$ cat config.mk
export PLATFORM = sky130hd
export DESIGN_NAME = refresh_scan_timer
export DESIGN_NICKNAME = d
export VERILOG_FILES = /design/src/rtl/refresh_scan_timer.sv
export SDC_FILE = /design/constraint.sdc
export NUM_CORES = 1
export LEC_CHECK = 0
export BUFFER_PORTS_ARGS = -buffer_cell sky130_fd_sc_hd__clkbuf_2
export CAP_MARGIN = 5
export CORE_MARGIN = 2
export CORE_UTILIZATION = 50
export DETAILED_ROUTE_END_ITERATION = 7
export GPL_TIMING_DRIVEN = 0
export PLACE_DENSITY = 0.67
export SETUP_SLACK_MARGIN = 0.3
export SLEW_MARGIN = 25
export SYNTH_ARGS = -nofsm -noshare
export SYNTH_HDL_FRONTEND = slang
export SYNTH_SLANG_ARGS = --single-unit
$ cat constraint.sdc
create_clock -name clk -period 3.55 [get_ports clk]
set_clock_uncertainty 0.1 [all_clocks]
set_input_delay 0.355 -clock clk [delete_from_list [all_inputs] [get_ports clk]]
set_output_delay 0.355 -clock clk [all_outputs]
set_load 0.02 [all_outputs]
$ cat src/rtl/refresh_scan_timer.sv
// refresh_scan_timer
// Divides the system clock to a per-digit refresh period of DIV_MAX+1 clocks
// and steps a 2-bit digit select 0,1,2,3,0,... for the four-digit display.
// A registered one-cycle digit_tick marks the first cycle of each new select.
// Optional feature macro: BRIGHTNESS_PWM_EN. When defined, a 16-step PWM drives
// a registered blank output from the brightness setting. When undefined,
// blank is tied low and brightness is ignored.
module refresh_scan_timer #(
    parameter int DIV_WIDTH = 17,
    parameter int DIV_MAX   = 99999
) (
    input  logic       clk,
    input  logic       rst_n,
    input  logic       enable,
    input  logic       sync_clr,
    input  logic [3:0] brightness,
    output logic [1:0] refreshcounter,
    output logic       digit_tick,
    output logic       blank
);

    localparam logic [DIV_WIDTH-1:0] DIV_LAST = DIV_WIDTH'(DIV_MAX);
    localparam logic [DIV_WIDTH-1:0] DIV_ONE  = DIV_WIDTH'(1);

    logic [DIV_WIDTH-1:0] presc_reg;
    logic [DIV_WIDTH-1:0] presc_next;
    logic [1:0]           digit_reg;
    logic [1:0]           digit_next;
    logic                 tick_reg;
    logic                 tick_next;
    logic                 period_end;

    assign period_end = (presc_reg == DIV_LAST);

    // Scan next-state: restart beats enable, enable beats hold; the tick is
    // only ever set on the cycle the digit select advances.
    always_comb begin
        presc_next = presc_reg;
        digit_next = digit_reg;
        tick_next  = 1'b0;
        if (sync_clr) begin
            presc_next = '0;
            digit_next = 2'd0;
        end else if (enable) begin
            if (period_end) begin
                presc_next = '0;
                digit_next = digit_reg + 2'd1;
                tick_next  = 1'b1;
            end else begin
                presc_next = presc_reg + DIV_ONE;
            end
        end
    end

    // Scan state registers with asynchronous clear
    always_ff @(posedge clk or negedge rst_n) begin
        if (!rst_n) begin
            presc_reg <= '0;
            digit_reg <= 2'd0;
            tick_reg  <= 1'b0;
        end else begin
            presc_reg <= presc_next;
            digit_reg <= digit_next;
            tick_reg  <= tick_next;
        end
    end

    assign refreshcounter = digit_reg;
    assign digit_tick     = tick_reg;

`ifdef BRIGHTNESS_PWM_EN
    logic [3:0] pwm_cnt_reg;
    logic [3:0] pwm_cnt_next;
    logic       blank_reg;
    logic       blank_next;

    // PWM next-state: free-running 16-step count on enabled clocks; blank is
    // the comparison of the current count, so it lags the count by one cycle.
    always_comb begin
        pwm_cnt_next = pwm_cnt_reg;
        blank_next   = blank_reg;
        if (sync_clr) begin
            pwm_cnt_next = 4'd0;
            blank_next   = 1'b1;
        end else if (enable) begin
            pwm_cnt_next = pwm_cnt_reg + 4'd1;
            blank_next   = (pwm_cnt_reg >= brightness);
        end
    end

    // PWM registers; display starts blanked until the first comparison
    always_ff @(posedge clk or negedge rst_n) begin
        if (!rst_n) begin
            pwm_cnt_reg <= 4'd0;
            blank_reg   <= 1'b1;
        end else begin
            pwm_cnt_reg <= pwm_cnt_next;
            blank_reg   <= blank_next;
        end
    end

    assign blank = blank_reg;
`else
    logic unused_brightness;

    assign unused_brightness = ^brightness;
    assign blank             = 1'b0;
`endif

endmodule

Word-level counts from Yosys, hierarchy flattened
Cells that the tools add are included.

Reduce and logical (&&, ||, !) cells: 3. Equality and inequality tests: 1. Mux-type cells: 9. $add $sub $neg: 2.

Operators with widths (number): two-way mux 17 bit (3); adder 17 x 1 -> 17 bit (second input constant) (1); equality test 17 bit (second input constant) (1); two-way mux 2 bit (3); nonzero test 2 bit (2); two-way mux 1 bit (3); adder 2 x 1 -> 2 bit (second input constant) (1); AND reduction 2 bit (1).

Word-level logic and storage cells: 18. Register bits: 20.

Longest topological paths before layout
Gate-level depths: netlist (run 1).

Depth in word-level cells: 4. Depth in mapped cells: 6.

Worst setup path after synthesis (run 1)
Ideal clock, no wire load.

Path type: register -> register. Start: register presc_reg[0]. End: register presc_reg[14]. Cell stages (with the launch flop): 6. Buffers on the path: 0. Path slack: 1784 ps. Arrival time: 1588 ps. Required time: 3373 ps. Cell sequence: dfrtp_1 -> ha_1 -> o21ai_2 -> or4b_4 -> or3_1 -> a21oi_1.

Longest elaborated chain between the ends: 4. Elaborated cells on any way between the ends: 5. Those cells by class: 1 x add/sub; 1 x eq/ne; 3 x mux.

Ends and longest elaborated chain: from (decl) (line 25) `logic [DIV_WIDTH-1:0] presc_reg;`; from (signal assigned) (line 62) `presc_reg <= presc_next;`; adder 17 x 1 -> 17 bit or equality test 17 bit (tied branches) (line 50, 33); two-way mux 17 bit * (line 45) `if (period_end) begin`; two-way mux 17 bit * (line 44) `end else if (enable) begin`; two-way mux 17 bit * (line 41) `if (sync_clr) begin`.

Mark *: on every way between the ends. The rest lies on a longest branch, timed or not. The select of a mux whose other input is x is not followed. A chain may end at the register's enable or synchronous reset.

Final worst setup path (run 1)
Start: register presc_reg[12]. End: register digit_reg[1], in the netlist refreshcounter[1].

Longest elaborated chain between the ends: 3.

Ends and longest elaborated chain: equality test 17 bit (line 33) `assign period_end = (presc_reg == DIV_LAST);`; nonzero test 2 bit (no line); AND reduction 2 bit (no line); to (signal assigned) (line 63) `digit_reg <= digit_next;`; to (decl) (line 27) `logic [1:0] digit_reg;`.

Every way passes these cells.

==> impl_results.md, run 1 <==
* Via count at 814
* Syn Std Cell Area at a little over 1000 µm²
* Reg2reg setup slack at 1.59 ns
* Max FFs per register at 17
* Most frequent cells after synthesis: 20 x dfrtp_1, 14 x nor2_1, 8 x nand2_1, 8 x xnor2_1, 7 x a21oi_1
* Vias in the first global route at 768
* Setup TNS Final at 0 ns
* CP required at 3.68 ns
* Buf/Inv on CP at 0
* Initial Utilization at between 50 and 60%
* PortBufs at 5
* Max Clk Rate at 0.5097 GHz
* Final setup vio count at 0
* TritonCTS buffer count at 3
* Largest net degree at the start of global routing at 21
* # IOs at 12
* Startpoint types: register
* P&R area growth vs syn at 10.14%
* Family with the most delay on the worst path: simple AND/OR/NAND/NOR gates
* VDD IR-drop max at 0.2022 mV
* Post-synth net total at 118
* Synthesis-stage register bit count at 20
* Mean Syn Cell Area at 9.505 µm²
* Clock sinks at 20
* Footprint of the multi-input gates at around 500 µm²
* Total track usage at 17.95%
* Worst Hold Depth at 2
* R2R Path Start: presc_reg[12]$_DFFE_PN0P_
* Fin crit share at 55.27%
* Final cell count without fillers at 146
* Fin crit period at slightly below 2 ns
* # fillers at 184
* Clock Latency Late Sink at 0.29 ns
* 1st-iter DRT viols at 24
* Path depth of the worst reg2reg path at 4
* Post-Syn Instances at about 110
* # H-tree levels at 1
* Post-synth EDFFs at 0
* FF-to-FF End: refreshcounter[1]$_DFFE_PN0P_
* Slew HR at a little under 60%
* Synth cell types at 29
* Reg power frac at just over 60%
* Routed wire per std cell at 13.34 µm
* First-pass GRT wire length at approximately 3400 µm
* Initial DRT Pass Iterations at 5
* Clock buffer depth at 2
* Outcome: completed
* HPWL after detailed placement at 1387 µm
* CP startpoint: presc_reg[12]$_DFFE_PN0P_
* Hold Startpoint: sync_clr
* Register Area at 500.5 µm²
* Async SR Flop Fraction at 100.0%
* Placed cells at 141
* P_sw at ~0.000083 W
* CP arrival at between 2 and 2.5 ns
* Hold Fails Final Rpt at 0
* Top-area cell type share of the netlist area at 48.31%
* CP Class: register to register
* Sequential area share after synthesis at 48.31%
* Cell row count at 16
* Post-synth top area cell: dfrtp_1
* Share of cells above drive strength 1 at 13.45%
* Placeable Area at 1962 µm²
* Dominant cells by area after synthesis: dfrtp_1 48%, xnor2_1 6.8%, nor2_1 5.1%
* CP Cell Sequence: nor4_1 -> nand4_1 -> or3_1 -> a21oi_1
* Met2 wire length at 883 µm
* Most common cell in the netlist: dfrtp_1
* RePlAce Congestion at 0.8439
* Pwr/cell area at around 330 nW/µm²
* Clock power share at 33.9%
* Metal3 WL at roughly 70 µm
* DR DRC count at 0
* Met1 WL at 976 µm
* NumNets Final at 129
* Layout Utilization at 58.16%
* Total power at 0.0003809 W
* Slowest CP cell: dfrtp_1
* Fin. max-slew vios at 0
* Nature of the critical path endpoint: register
* Warnings from Yosys at 0
* Diodes inserted at 0
* CTS root buf: clkbuf_4
* CTS clk-pin slew, worst paths at roughly 0.11 ns
* CP peak stage delay at roughly 0.47 ns
* Synth Flop Type: dfrtp_1
* Leak at 0.4605 nW
* Max-cap violations at 0
* RSZ-0062 raised after global routing: false
* Hold EP: refreshcounter[0]$_DFFE_PN0P_
* Die X at 49.52 µm
* Pin slew with the least headroom to its limit at 0.6064 ns
* Chip height at 49.52 µm
* CTS tree: done
* Int Power at 0.0002979 W
* Hold Crit Class: input pin to register
* Placed inst area at 1095 µm²
* GRT Residual Overflow at 0
* Uppermost routed layer: met4
* Net Sw Frac at 21.77%
* Design area at 1141 µm²
* DRT Wirelength at 1947 µm
* Post-route ant nets at 0
* Antenna violations before repair at 0
* Logic pwr share at 5.4%
* DR vias/cell at approximately 5.6
* Die ar. at 2452 µm²
* Critical Path Fanout Max at 7
-- metrics by stage --
stage / worst slack, ns / hold slack (ns)
final: 1.588 / 0.1868
after global routing: 1.419 / 0.1735
after CTS: 1.601 / 0.1805
after detailed placement: 1.636 / 0.2439
after global placement: 1.668 / 0.2365
after floorplan: 1.784 / -0.04059
-- worst max path at each step --
stage | end | slack (ns) | cells after the start
final | refreshcounter[1]$_DFFE_PN0P_ | 1.59 | 4
after global routing | refreshcounter[1]$_DFFE_PN0P_ | 1.42 | 4
after CTS | presc_reg[14]$_DFFE_PN0P_ | 1.60 | 5
after detailed placement | presc_reg[14]$_DFFE_PN0P_ | 1.64 | 5
after global placement | presc_reg[14]$_DFFE_PN0P_ | 1.67 | 5
after floorplan | presc_reg[14]$_DFFE_PN0P_ | 1.78 | 5
-- cell usage in the layout (no fill, tap or decap), types with 4 or more instances in the layout --
cell type / n
dfrtp_1: 20
nor2_1: 14
xnor2_1: 8
nand2_1: 8
a21oi_1: 7
nand4_1: 6
nor4_1: 5
nor3_1: 5
or3_1: 5
clkbuf_2: 5
nand3_1: 4
o21ai_0: 4
-- cell families after synthesis --
kind of cell	count (synthesis)	share of synthesized area [%]
AND/OR/NAND/NOR	53	27.90
flip-flops	20	48.31
AO/OA/AOI/OAI	16	8.938
XOR/XNOR	11	9.300
buffers and inverters	6	3.018
adder cells (fa/ha/maj)	1	1.208
other	1	0.3620
multiplexers	1	0.9662
-- routing by layer --
metal / vias to the layer above / track usage (%)
met5: - / 0
met4: 0 / 7.407
met3: 2 / 2.727
met2: 17 / 27.11
met1: 383 / 25.74
li1: 412 / -
-- what timing repair did --
| item | CTS | global route |
|---|---|---|
| hold buffers | 1 | 0 |
| resized for setup | 0 | 0 |
| setup buffers | 0 | 0 |
| endpoints found under the hold margin | 20 | 0 |
-- area by class of cell --
class / count / area share (%)
plain buffers: 3 / 1.754
clock buffers: 4 / 3.180
inverters: 3 / 0.9868
multi-input cells: 83 / 44.19
flip-flops and latches: 20 / 43.86
well taps: 27 / 2.961
repair buffers: 6 / 3.070
-- power groups by stage --
stage          logic (W)  clock network, W  registers, W
6_report       0.0000204          0.000129      0.000231
5_1_grt        0.0000235          0.000146      0.000232
4_1_cts        0.0000209          0.000133      0.000231
3_5_place_dp   0.0000201                 0      0.000236
3_3_place_gp   0.0000199                 0      0.000235
2_1_floorplan  0.0000111                 0      0.000235
Power figures use the tool's default switching activity.
==> run 2, diff against run 1 <==
PLACE_DENSITY = 0.7   (was 0.67)
clock period = 1.8 ns   (was 3.55 ns; I/O delays follow)
==> run 2 against run 1 <==
The run now ends with negative setup slack left. Sequential cell count unchanged. Design area increased by 22%. Via count increased by 16%. Worst hold slack got worse by 0.075 ns. Power increased by 110%. Register-to-register slack got worse by 1.6 ns. Sequential power increased by 97%. Setup slack got worse by 1.6 ns. Die area unchanged. First-iteration DRC count increased by 38%. Clock-buffer cell count unchanged. Critical path depth unchanged. Critical path type unchanged. Largest power group unchanged.
==> impl_results.md, run 2 (same netlist as run 1, synthesis figures left out) <==
* RePlAce Congestion at 0.8931 (+5.8%)
* Post-route ant nets at 0 (unchanged)
* NumNets Final at 146 (+13%)
* CP Cell Sequence: nand4_1 -> or4b_4 -> or3_4 -> a21oi_2
* Family with the most delay on the worst path: simple AND/OR/NAND/NOR gates
* Max-cap violations at 0 (unchanged)
* Total track usage at 22.40% (+4.5 points)
* CP arrival at 1.99 ns (-0.10 ns)
* PortBufs at 5 (unchanged)
* Max Clk Rate at 0.5432 GHz (+6.6%)
* GRT Residual Overflow at 0 (unchanged)
* Final WS setup at -0.04096 ns (-1.629 ns)
* Max FFs per register at 17 (unchanged)
* Hold Startpoint: enable
* Outcome: finished with violations
* Die X at 49.52 µm (unchanged)
* First-pass GRT wire length at 4112 µm (+21%)
* FF-to-FF End: presc_reg[14]$_DFFE_PN0P_
* P_sw at 0.0001926 W (+130%)
* Die ar. at 2452 µm² (unchanged)
* Fin crit share at 102.3% (+47 points)
* Hold Fails Final Rpt at 0 (unchanged)
* Fin. max-slew vios at 0 (unchanged)
* Int Power at 0.0006046 W (+100%)
* Chip height at 49.52 µm (unchanged)
* TritonCTS buffer count at 3 (unchanged)
* Failing checks: negative setup slack
* CTS tree: done
* Placeable Area at 1962 µm² (unchanged)
* Clock sinks at 20 (unchanged)
* Path depth of the worst reg2reg path at 4 (unchanged)
* Slew HR at 62.27% (+2.9 points)
* DR vias/cell at 5.773 (+3.5%)
* Reg2reg setup slack at -0.04 ns (-1.63 ns)
* P&R area growth vs syn at 34.78%
* Clock buffer depth at 2 (unchanged)
* Most common cell after layout, fill and taps aside: dfrtp_1
* Setup TNS Final at -0.05647 ns (-0.05647 ns)
* Leak at 0.5375 nW (+17%)
* Pwr/cell area at 570.9 nW/µm² (+71%)
* DR DRC count at 0 (unchanged)
* CP startpoint: presc_reg[2]$_DFFE_PN0P_
* CTS root buf: clkbuf_4
* Worst path depth at 4 (unchanged)
* R2R Path Start: presc_reg[2]$_DFFE_PN0P_
* Largest net degree at the start of global routing at 21 (unchanged)
* Buf/Inv on CP at 0 (unchanged)
* Reg power frac at 57.3% (-3.4 points)
* HPWL after detailed placement at 1429 µm (+3.0%)
* Clock Latency Late Sink at 0.31 ns (+0.02 ns)
* Startpoint types: register
* # H-tree levels at 1 (unchanged)
* Vias in the first global route at 871 (+13%)
* Critical Path Sink: presc_reg[14]$_DFFE_PN0P_
* Initial DRT Pass Iterations at 4 (-1)
* Initial Utilization at 52.81% (unchanged)
* Total power at 0.0007972 W (+110%)
* Logic pwr share at 8.6% (+3.2 points)
* 1st-iter DRT viols at 33 (+38%)
* Layout Utilization at 71.17% (+13 points)
* CP Class: register to register
* Share of cells above drive strength 1 at 38.24% (+25 points)
* Antenna violations before repair at 0 (unchanged)
* # IOs at 12 (unchanged)
* Clock power share at 34.1% (+0.2 points)
* Final setup vio count at 2 (+2)
* Nature of the critical path endpoint: register
* CP peak stage delay at 0.60 ns (+0.13 ns)
* Via count at 941 (+16%)
* Routed wire per std cell at 15.95 µm (+20%)
* Net Sw Frac at 24.16% (+2.4 points)
* Most frequent cells in the layout: 16 x dfrtp_1, 14 x buf_4, 8 x xnor2_1, 8 x nand2_1
* VDD IR-drop max at 0.5649 mV (+180%)
* DRT Wirelength at 2600 µm (+34%)
* RSZ-0062 raised after global routing: true
* Pin slew with the least headroom to its limit at 0.5635 ns (-0.04286 ns)
* CTS clk-pin slew, worst paths at 0.12 ns (about the same)
* Fin crit period at 1.841 ns (-0.1212 ns)
* Diodes inserted at 0 (unchanged)
* CP required at 1.95 ns (-1.73 ns)
* Hold Crit Class: input pin to register
* Cell row count at 16 (unchanged)
* Critical Path Fanout Max at 6 (-1)
* Slowest CP cell: or4b_4
==> run 2: worst min-delay path by stage <==
stage	to	slack [ns]	cells after the start
floorplan	digit_tick$_DFF_PN0_	-0.22	0
global placement	presc_reg[3]$_DFFE_PN0P_	0.06	1
detailed placement	presc_reg[3]$_DFFE_PN0P_	0.07	1
CTS	presc_reg[1]$_DFFE_PN0P_	0.1	3
global route	presc_reg[1]$_DFFE_PN0P_	0.12	3
finish	presc_reg[1]$_DFFE_PN0P_	0.11	3
==> run 2: tightest hold or removal path: cells and delay by family <==
| family | cells | cell delay, ns |
|---|---|---|
| and+or+nand+nor | 1 | 0.11 |
| buffers and inverters | 1 | 0.15 |
| AOI/OAI and AO/OA | 1 | 0.06 |
==> run 2: area by class of cell <==
type / instances / area (µm²)
Clock buffer: 4 / 36.28
Multi-Input combinational cell: 83 / 604.3
Fill cell: 157 / 565.5
Timing Repair Buffer: 23 / 178.9
Tap cell: 27 / 33.78
Inverter: 3 / 11.26
Sequential cell: 20 / 505.5
Buffer: 3 / 26.28
==> run 2: layer usage <==
layer / wire (µm) / global-route usage (%) / vias to the layer above
met5: 0 / 0 / -
met4: 21 / 9.722 / 0
met3: 107 / 4.545 / 5
met2: 1335 / 34.22 / 39
met1: 1135 / 30.88 / 452
li1: - / - / 445
==> run 2: repair_timing <==
action | in CTS | in global routing
setup endpoints to repair | 18 | 20
pin swaps | 17 | 6
cloned | 1 | 0
buffers inserted | 8 | 6
hold buffers | 3 | 0
resized for setup | 17 | 16
hold endpoints to repair | 22 | 0
==> run 2: per-stage QoR <==
stage               std cells  hold WS [ns]  area [µm²]  setup slack [ns]
finish                    163        0.1120        1396          -0.04096
global route              163        0.1232        1396          -0.09484
CTS                       157       0.09879        1291          -0.01214
detailed placement        141       0.06864        1104          -0.03320
global placement          141       0.06001        1104          -0.02314
floorplan                 109       -0.2156        1045           0.09144
==> run 2: power by group through the flow <==
| stage | registers, W | logic [W] | clock network, W |
|---|---|---|---|
| final | 0.000456 | 0.0000689 | 0.000272 |
| after global routing | 0.000457 | 0.0000762 | 0.000290 |
| after global placement | 0.000464 | 0.0000390 | 0 |
| after floorplan | 0.000464 | 0.0000220 | 0 |
| after detailed placement | 0.000465 | 0.0000402 | 0 |
| after CTS | 0.000455 | 0.0000623 | 0.000267 |
